[src/rtl/shift_sub_divider_if.sv]
// Handshake and operand/result bundle for shift_sub_divider.
// With DIVIDER_DZ_FLAG_EN defined, the bundle also carries the dz_o divide-by-zero flag.
interface shift_sub_divider_if #(
  parameter int N = 4
);
  logic           st;
  logic [2*N-1:0] dividend_i;
  logic [N-1:0]   divisor_i;
  logic [N-1:0]   quotient_o;
  logic [N-1:0]   remainder_o;
  logic           ovf_o;
  logic           busy;
  logic           done;
`ifdef DIVIDER_DZ_FLAG_EN
  logic           dz_o;
`endif

  modport master (
`ifdef DIVIDER_DZ_FLAG_EN
    input  dz_o,
`endif
    output st, dividend_i, divisor_i,
    input  quotient_o, remainder_o, ovf_o, busy, done
  );

  modport slave (
`ifdef DIVIDER_DZ_FLAG_EN
    output dz_o,
`endif
    input  st, dividend_i, divisor_i,
    output quotient_o, remainder_o, ovf_o, busy, done
  );
endinterface

[src/rtl/shift_sub_divider.sv]
// Restoring shift-and-subtract divider: 2N-bit dividend / N-bit divisor, one quotient bit per clock.
// Optional macro DIVIDER_DZ_FLAG_EN adds the dz_o divide-by-zero flag.
module shift_sub_divider #(
  parameter int N = 4
) (
  input logic               clk,
  input logic               rst,
  shift_sub_divider_if.slave bus
);
  localparam int CNT_W = (N > 1) ? $clog2(N) : 1;

  typedef enum logic [1:0] {
    S_IDLE,
    S_LOAD_CHK,
    S_ITER,
    S_DONE
  } state_t;

  state_t         r_state;
  state_t         w_next;

  logic [2*N:0]   r_acc;
  logic [N-1:0]   r_dsr;
  logic [CNT_W-1:0] r_cnt;
  logic           r_ovf;
  logic [N-1:0]   r_quotient;
  logic [N-1:0]   r_remainder;
  logic           r_ovf_o;
`ifdef DIVIDER_DZ_FLAG_EN
  logic           r_dz;
  logic           r_dz_o;
`endif

  logic [2*N:0]   w_shift;
  logic [N:0]     w_diff;
  logic           w_ge;
  logic           w_ovf_chk;
  logic           w_last_iter;

  // Upper half >= divisor means the quotient cannot fit in N bits; a zero divisor always trips it.
  assign w_ovf_chk   = r_acc[2*N:N] >= {1'b0, r_dsr};
  assign w_shift     = {r_acc[2*N-1:0], 1'b0};
  assign w_ge        = w_shift[2*N:N] >= {1'b0, r_dsr};
  assign w_diff      = w_shift[2*N:N] - {1'b0, r_dsr};
  assign w_last_iter = (r_cnt == CNT_W'(N - 1));

  // NOTE: sequential state uses non-blocking assignments so every register samples pre-edge values.
  always_ff @(posedge clk or posedge rst) begin
    if (rst) r_state <= S_IDLE;
    else     r_state <= w_next;
  end

  // NOTE: every output of this block gets a default first, so no path can infer a latch.
  always_comb begin
    w_next   = r_state;
    bus.busy = 1'b1;
    bus.done = 1'b0;
    case (r_state)
      S_IDLE: begin
        bus.busy = 1'b0;
        if (bus.st) w_next = S_LOAD_CHK;
      end
      S_LOAD_CHK: w_next = w_ovf_chk ? S_DONE : S_ITER;
      S_ITER:     if (w_last_iter) w_next = S_DONE;
      S_DONE: begin
        bus.done = 1'b1;
        w_next   = S_IDLE;
      end
      default:    w_next = S_IDLE;
    endcase
  end

  always_ff @(posedge clk or posedge rst) begin
    if (rst) begin
      r_acc       <= '0;
      r_dsr       <= '0;
      r_cnt       <= '0;
      r_ovf       <= 1'b0;
      r_quotient  <= '0;
      r_remainder <= '0;
      r_ovf_o     <= 1'b0;
`ifdef DIVIDER_DZ_FLAG_EN
      r_dz        <= 1'b0;
      r_dz_o      <= 1'b0;
`endif
    end else begin
      case (r_state)
        S_IDLE: begin
          if (bus.st) begin
            r_acc <= {1'b0, bus.dividend_i};
            r_dsr <= bus.divisor_i;
            r_ovf <= 1'b0;
`ifdef DIVIDER_DZ_FLAG_EN
            r_dz  <= 1'b0;
`endif
          end
        end
        S_LOAD_CHK: begin
          if (w_ovf_chk) begin
            r_ovf <= 1'b1;
`ifdef DIVIDER_DZ_FLAG_EN
            r_dz  <= (r_dsr == '0);
`endif
          end else begin
            r_cnt <= '0;
          end
        end
        S_ITER: begin
          r_cnt <= r_cnt + CNT_W'(1);
          // Restoring step: keep the difference only when it does not go negative.
          if (w_ge) r_acc <= {w_diff, w_shift[N-1:1], 1'b1};
          else      r_acc <= w_shift;
        end
        S_DONE: begin
          r_quotient  <= r_ovf ? '0 : r_acc[N-1:0];
          r_remainder <= r_ovf ? '0 : r_acc[2*N-1:N];
          r_ovf_o     <= r_ovf;
`ifdef DIVIDER_DZ_FLAG_EN
          r_dz_o      <= r_dz;
`endif
        end
        default: ;
      endcase
    end
  end

  assign bus.quotient_o  = r_quotient;
  assign bus.remainder_o = r_remainder;
  assign bus.ovf_o       = r_ovf_o;
`ifdef DIVIDER_DZ_FLAG_EN
  assign bus.dz_o        = r_dz_o;
`endif
endmodule

[src/flat_wrapper.sv]
// flat-port wrapper written by rule: the top's interface ports become plain ports
module shift_sub_divider_flat 
#(
  parameter int N = 4
)
  (clk, rst, bus_st, bus_dividend_i, bus_divisor_i, bus_quotient_o, bus_remainder_o, bus_ovf_o, bus_busy, bus_done);
  shift_sub_divider_if #(.N(N)) bus_i ();
  input logic clk;
  input logic rst;
  input wire logic [$bits(bus_i.st)-1:0] bus_st;
  input wire logic [$bits(bus_i.dividend_i)-1:0] bus_dividend_i;
  input wire logic [$bits(bus_i.divisor_i)-1:0] bus_divisor_i;
  output wire logic [$bits(bus_i.quotient_o)-1:0] bus_quotient_o;
  output wire logic [$bits(bus_i.remainder_o)-1:0] bus_remainder_o;
  output wire logic [$bits(bus_i.ovf_o)-1:0] bus_ovf_o;
  output wire logic [$bits(bus_i.busy)-1:0] bus_busy;
  output wire logic [$bits(bus_i.done)-1:0] bus_done;
  assign bus_i.st = bus_st;
  assign bus_i.dividend_i = bus_dividend_i;
  assign bus_i.divisor_i = bus_divisor_i;
  assign bus_quotient_o = bus_i.quotient_o;
  assign bus_remainder_o = bus_i.remainder_o;
  assign bus_ovf_o = bus_i.ovf_o;
  assign bus_busy = bus_i.busy;
  assign bus_done = bus_i.done;
  shift_sub_divider #(.N(N)) u_core (.clk(clk), .rst(rst), .bus(bus_i));
endmodule
[config.mk]
export PLATFORM = sky130hd
export DESIGN_NAME = shift_sub_divider_flat
export DESIGN_NICKNAME = d
export VERILOG_FILES = /design/src/rtl/shift_sub_divider_if.sv /design/src/rtl/shift_sub_divider.sv /design/src/flat_wrapper.sv
export SDC_FILE = /design/constraint.sdc
export NUM_CORES = 1
export LEC_CHECK = 0
export CORE_ASPECT_RATIO = 0.9
export CORE_UTILIZATION = 28
export DETAILED_ROUTE_END_ITERATION = 6
export GPL_ROUTABILITY_DRIVEN = 0
export PLACE_DENSITY = 0.53
export SLEW_MARGIN = 20
export SYNTH_ARGS = -nofsm -noshare
export SYNTH_HDL_FRONTEND = slang
export SYNTH_SLANG_ARGS = --single-unit
[constraint.sdc]
create_clock -name clk -period 3.7 [get_ports clk]
set_clock_uncertainty 0.05 [all_clocks]
set_input_delay 0.74 -clock clk [delete_from_list [all_inputs] [get_ports clk]]
set_output_delay 0.74 -clock clk [all_outputs]
set_load 0.005 [all_outputs]
## Word level (Yosys, flattened, before mapping)

Cells that the tools add are included.

| cells by class | value |
|---|---|
| multiplexer cells | 16 |
| $lt $le $gt $ge | 2 |
| reduce and logical (&&, ||, !) cells | 9 |
| eq/ne operators | 8 |
| $add $sub $neg | 2 |

Operators by type and width:

| operator | count |
|---|---|
| $mux W9 | 2 |
| $pmux W9 S2 | 1 |
| $ge A5 B4 Y1 | 2 |
| $mux W4 | 2 |
| $pmux W2 S4 | 1 |
| $reduce_and A2 Y1 | 4 |
| $eq A2 B2 Y1 const B | 3 |
| $mux W2 | 3 |
| $reduce_bool A2 Y1 | 3 |
| $mux W1 | 5 |
| $sub A5 B4 Y5 | 1 |
| $ne A2 B1 Y1 const B | 2 |
| $ne A2 B2 Y1 const B | 2 |
| $pmux W2 S2 | 1 |
| $reduce_and A3 Y1 | 1 |
| $add A2 B1 Y2 const B | 1 |
| $eq A2 B1 Y1 const B | 1 |
| $logic_not A2 Y1 | 1 |
| $pmux W1 S2 | 1 |

| word-level totals | value |
|---|---|
| bits of input ports | 15 |
| output and inout bits | 11 |
| bits in registers | 27 |

## Longest topological paths before layout

| logic depth | value |
|---|---|
| word-level depth | 3 |
| depth in mapped cells | 9 |

## Worst setup path after synthesis

No wires, ideal clock.

| timing path | value |
|---|---|
| path type | reg-to-reg |
| start point | reg u_core.r_acc[5] |
| end point | reg u_core.r_acc[5] |
| stages on the path, launching flop included | 7 |
| buffers on the path | 0 |
| clock period less this slack | 1.815 ns |
| data arrival time | 1.683 ns |
| library setup time | 0.082 ns |
| path slack | 1.885 ns |
| required time | 3.568 ns |
| path through | dfrtp_1 ha_1 a21oi_1 a21boi_2 nor2_4 mux2_2 o22ai_1 |

| on the way | value |
|---|---|
| longest elaborated chain between the ends | 3 |

RTL lines:

| item | line | RTL |
|---|---|---|
| start: declaration | shift_sub_divider.sv:22 | `logic [2*N:0] r_acc;` |
| start signal: assignment | shift_sub_divider.sv:90 | `r_acc <= {1'b0, bus.dividend_i};` |
| start signal: assignment | shift_sub_divider.sv:111 | `if (w_ge) r_acc <= {w_diff, w_shift[N-1:1], 1'b1};` |
| start signal: assignment | shift_sub_divider.sv:112 | `else r_acc <= w_shift;` |
| $ge A5 B4 Y1 | shift_sub_divider.sv:43 | `assign w_ge = w_shift[2*N:N] >= {1'b0, r_dsr};` |
| $mux W9 | shift_sub_divider.sv:111 |  |
| $pmux W9 S2 | shift_sub_divider.sv:87 | `case (r_state)` |

Every way passes these cells.
A chain may end at the register's enable or synchronous reset.

## Final worst setup path

| timing path | value |
|---|---|
| start point | reg u_core.r_state[0] |
| end point | out bus_busy |

| on the way | value |
|---|---|
| longest elaborated chain between the ends | 2 |

RTL lines:

| item | line | RTL |
|---|---|---|
| start: declaration | shift_sub_divider.sv:19 | `state_t r_state;` |
| start signal: assignment | shift_sub_divider.sv:50 | `else r_state <= w_next;` |
| $logic_not A2 Y1 | shift_sub_divider.sv:58 | `case (r_state)` |
| $mux W1 | shift_sub_divider.sv:58 |  |
| end: declaration | flat_wrapper.sv:16 | `output wire logic [$bits(bus_i.busy)-1:0] bus_busy;` |

Every way passes these cells.

==> flow_summary_export.csv <==
group,metric,value,unit
global_route,antenna_found_initial,0,
die,core_region_area,5290,µm²
pwr,power_density,882,nW/µm²
sta,timing.setup.tns,0,ps
clocking,clk_latency,280,ps
die,die_h,72.4,µm
drt,routed_wl,3160,µm
clocking,cts_hold_buf,0,
drt,first_iter_violations,40,
drt,drt_pass1_iterations,4,
sta,rsz0062_at_grt,"false",
setup_path,crit_family,"buffers and inverters",
placed_design,hpwl,2330,µm
yosys,yosysUniqueCellTypes,35,
setup_path,cpPeakStageDelay,530,ps
global_route,grt_pass1_vias,1163,
setup_path,critPathKind,"reg -> out",
yosys,synth-async-reset-ratio,1.00,
hold_path,min-delay-start,"u_core.r_cnt[1]",
setup_path,r2r_start,"u_core.r_state[0]",
clocking,ctsResizeCount,0,
yosys,synth.avg_cell_area,9.63,µm²
clocking,cts_root_buf,"clkbuf_8",
yosys,synth.ff_latch_count,27,
clocking,post-cts-setup-buffers,0,
layout,antennaDiodeCount,0,
sta,drv_slew,0,
die,io_pins,26,
clocking,cts_tree,"done",
sta,setup_viol,0,
yosys,syn_nets,189,
sta,fin_crit,2560,ps
setup_path,reg2regPathDepth,7,
setup_path,start_kind,"flop",
hold_path,min_path_type,"reg -> reg",
yosys,synthFlopType,"dfrtp_1",
placed_design,port_buffers,25,
flow_run,cap_violations,0,
global_route,grt_use_total,0.122,
global_route,grt_pass1_wl,5490,µm
yosys,yosysSeqAreaShare,0.439,
yosys,syn_inst,160,
sta,timing.final.ws_setup,1140,ps
yosys,synth_area,1540,µm²
layout,area_growth_syn_to_layout,23.3,%
setup_path,reg2reg_to,"u_core.r_acc[0]",
setup_path,crit_path_end_kind,"output pin",
clocking,clk_pin_slew,100,ps
pwr,finalPower,0.00168,W
die,dieArea,5800,µm²
layout,fillers,531,
layout,layout_commonest_cell,"dfrtp_1",
drt,routedWlPerCell,12.6,µm
setup_path,cp_common_cell,"inv_1",
drt,drt_drc_violations_left,0,
clocking,numCtsBuffers,3,
layout,final_cell_mix,"27 x dfrtp_1, 25 x clkdlybuf4s50_1, 21 x inv_1, 18 x o21ai_0, 16 x nand2_1",
sta,hold_viol_final,0,
setup_path,crit_required,2910,ps
setup_path,r2r_setup_slack,1140,ps
drt,viasPerCell,4.71,
sta,slew_headroom,0.471,
setup_path,worst_ep_arrival_time,1770,ps
die,start_util,0.291,
die,rows,25,
setup_path,path_buf_inv,3,
hold_path,holdPathEnd,"u_core.r_cnt[1]",
sta,max_slew.worst_pin.slew,785,ps
global_route,grt_max_degree,28,
clocking,htree_levels,1,
pwr,p_leak,0.843,nW
drt,vias,1181,
setup_path,critPathMaxFanout,6,
pwr,ir_drop,0.263,mV
drt,ant_nets,0,
clocking,clockBufferDepth,2,
global_route,grt.overflow.total,0,
outcome,status,"complete, no violations",
setup_path,crit_chain,"inv_1, ha_1, inv_1, clkdlybuf4s50_1",
yosys,yosys_warnings,0,
setup_path,cp_slowest_cell,"clkdlybuf4s50_1",
hold_path,whs_path_depth,1,
die,die_w,80.2,µm
placed_design,place_ws,1240,ps
yosys,synth-edff-count,0,
clocking,cts.sinks,27,
sta,clock.fmax,0.390,GHz
sta,finalCritPeriodShare,0.693,
layout,final_layout_size_suffix_gt1_frac,0.0870,
layout,nNetsFinal,214,
==> cells in the mapped netlist (all sizes together), types with 3 or more instances <==
cell | instances | share of area
a21oi | 11 | 0.036
clkbuf | 3 | 0.0073
dfrtp | 27 | 0.44
ha | 13 | 0.11
inv | 22 | 0.054
mux2 | 6 | 0.044
mux2i | 5 | 0.032
nand2 | 17 | 0.043
nor2 | 10 | 0.029
o21ai | 18 | 0.058
o22ai | 3 | 0.012
==> worst max path at each step <==
stage / start / to / slack [ps] / depth (start not counted)
2_1_floorplan: u_core.r_acc[5] / u_core.r_acc[5] / 1890 / 6
3_3_place_gp: u_core.r_state[0] / u_core.r_acc[0] / 1250 / 7
3_5_place_dp: u_core.r_state[0] / u_core.r_acc[0] / 1240 / 7
4_1_cts: u_core.r_state[0] / bus_busy / 1130 / 4
5_1_grt: u_core.r_state[0] / u_core.r_acc[0] / 920 / 7
6_report: u_core.r_state[0] / bus_busy / 1140 / 4
==> state kept, by name, summed over array words and instances (netlist names) <==
| signal | cells |
|---|---|
| u_core.bus.ovf_o | 1 |
| u_core.bus.quotient_o | 4 |
| u_core.bus.remainder_o | 4 |
| u_core.r_acc | 9 |
| u_core.r_cnt | 2 |
| u_core.r_dsr | 4 |
| u_core.r_ovf | 1 |
| u_core.r_state | 2 |
==> layer usage <==
layer / vias up / track usage / part of all wire
li1: 598 / - / -
met3: 4 / 0.0352 / 0.040
met1: 555 / 0.167 / 0.50
met4: 0 / 0.0218 / 0.011
met2: 24 / 0.194 / 0.44
met5: - / 0 / 0
==> through the flow <==
stage	util	instances	instance area, µm²	hold slack, ps
floorplan	-	160	1540	407
global placement	0.350	247	1850	440
detailed placement	0.350	247	1850	448
CTS	0.359	251	1900	472
global route	0.359	251	1900	491
finish	0.359	251	1900	466
==> report_power, final <==
group	internal (W)	switching, W	leakage, nW	total (W)
clock	0.0000767	0.000103	0.0217	0.000180
sequential	0.000433	0.000111	0.333	0.000544
combinational	0.000457	0.000495	0.488	0.000952
total	0.000966	0.000709	0.843	0.00168
==> kinds of logic (layout without fill, tap and decap cells) <==
group	Yosys count	count (layout)	share of synthesized area
XOR/XNOR	2	2	0.0114
AO/OA/AOI/OAI	44	44	0.181
flip-flops	27	27	0.439
buffers and inverters	27	51	0.0690
AND/OR/NAND/NOR	35	35	0.105
adder cells (fa/ha/maj)	14	14	0.119
multiplexers	11	11	0.0764
==> worst register-to-register path, delay by kind of cell, from the launching register on <==
kind | cells | cell delay (ps)
adders and majority gates | 1 | 490
buffers and inverters | 2 | 400
DFF | 1 | 440
AOI/OAI and AO/OA | 4 | 1130
==> final cells by class <==
cell class / instances / area [µm²] / share of cell area
tap: 67 / 83.8 / 0.0441
inverter: 22 / 82.6 / 0.0435
timing repair buffer: 25 / 250 / 0.132
clock inverter: 1 / 7.51 / 0.00395
multi-input combinational: 106 / 758 / 0.399
sequential: 27 / 676 / 0.356
clock buffer: 3 / 41.3 / 0.0217
No activity file was read; power rests on OpenSTA's default activity.
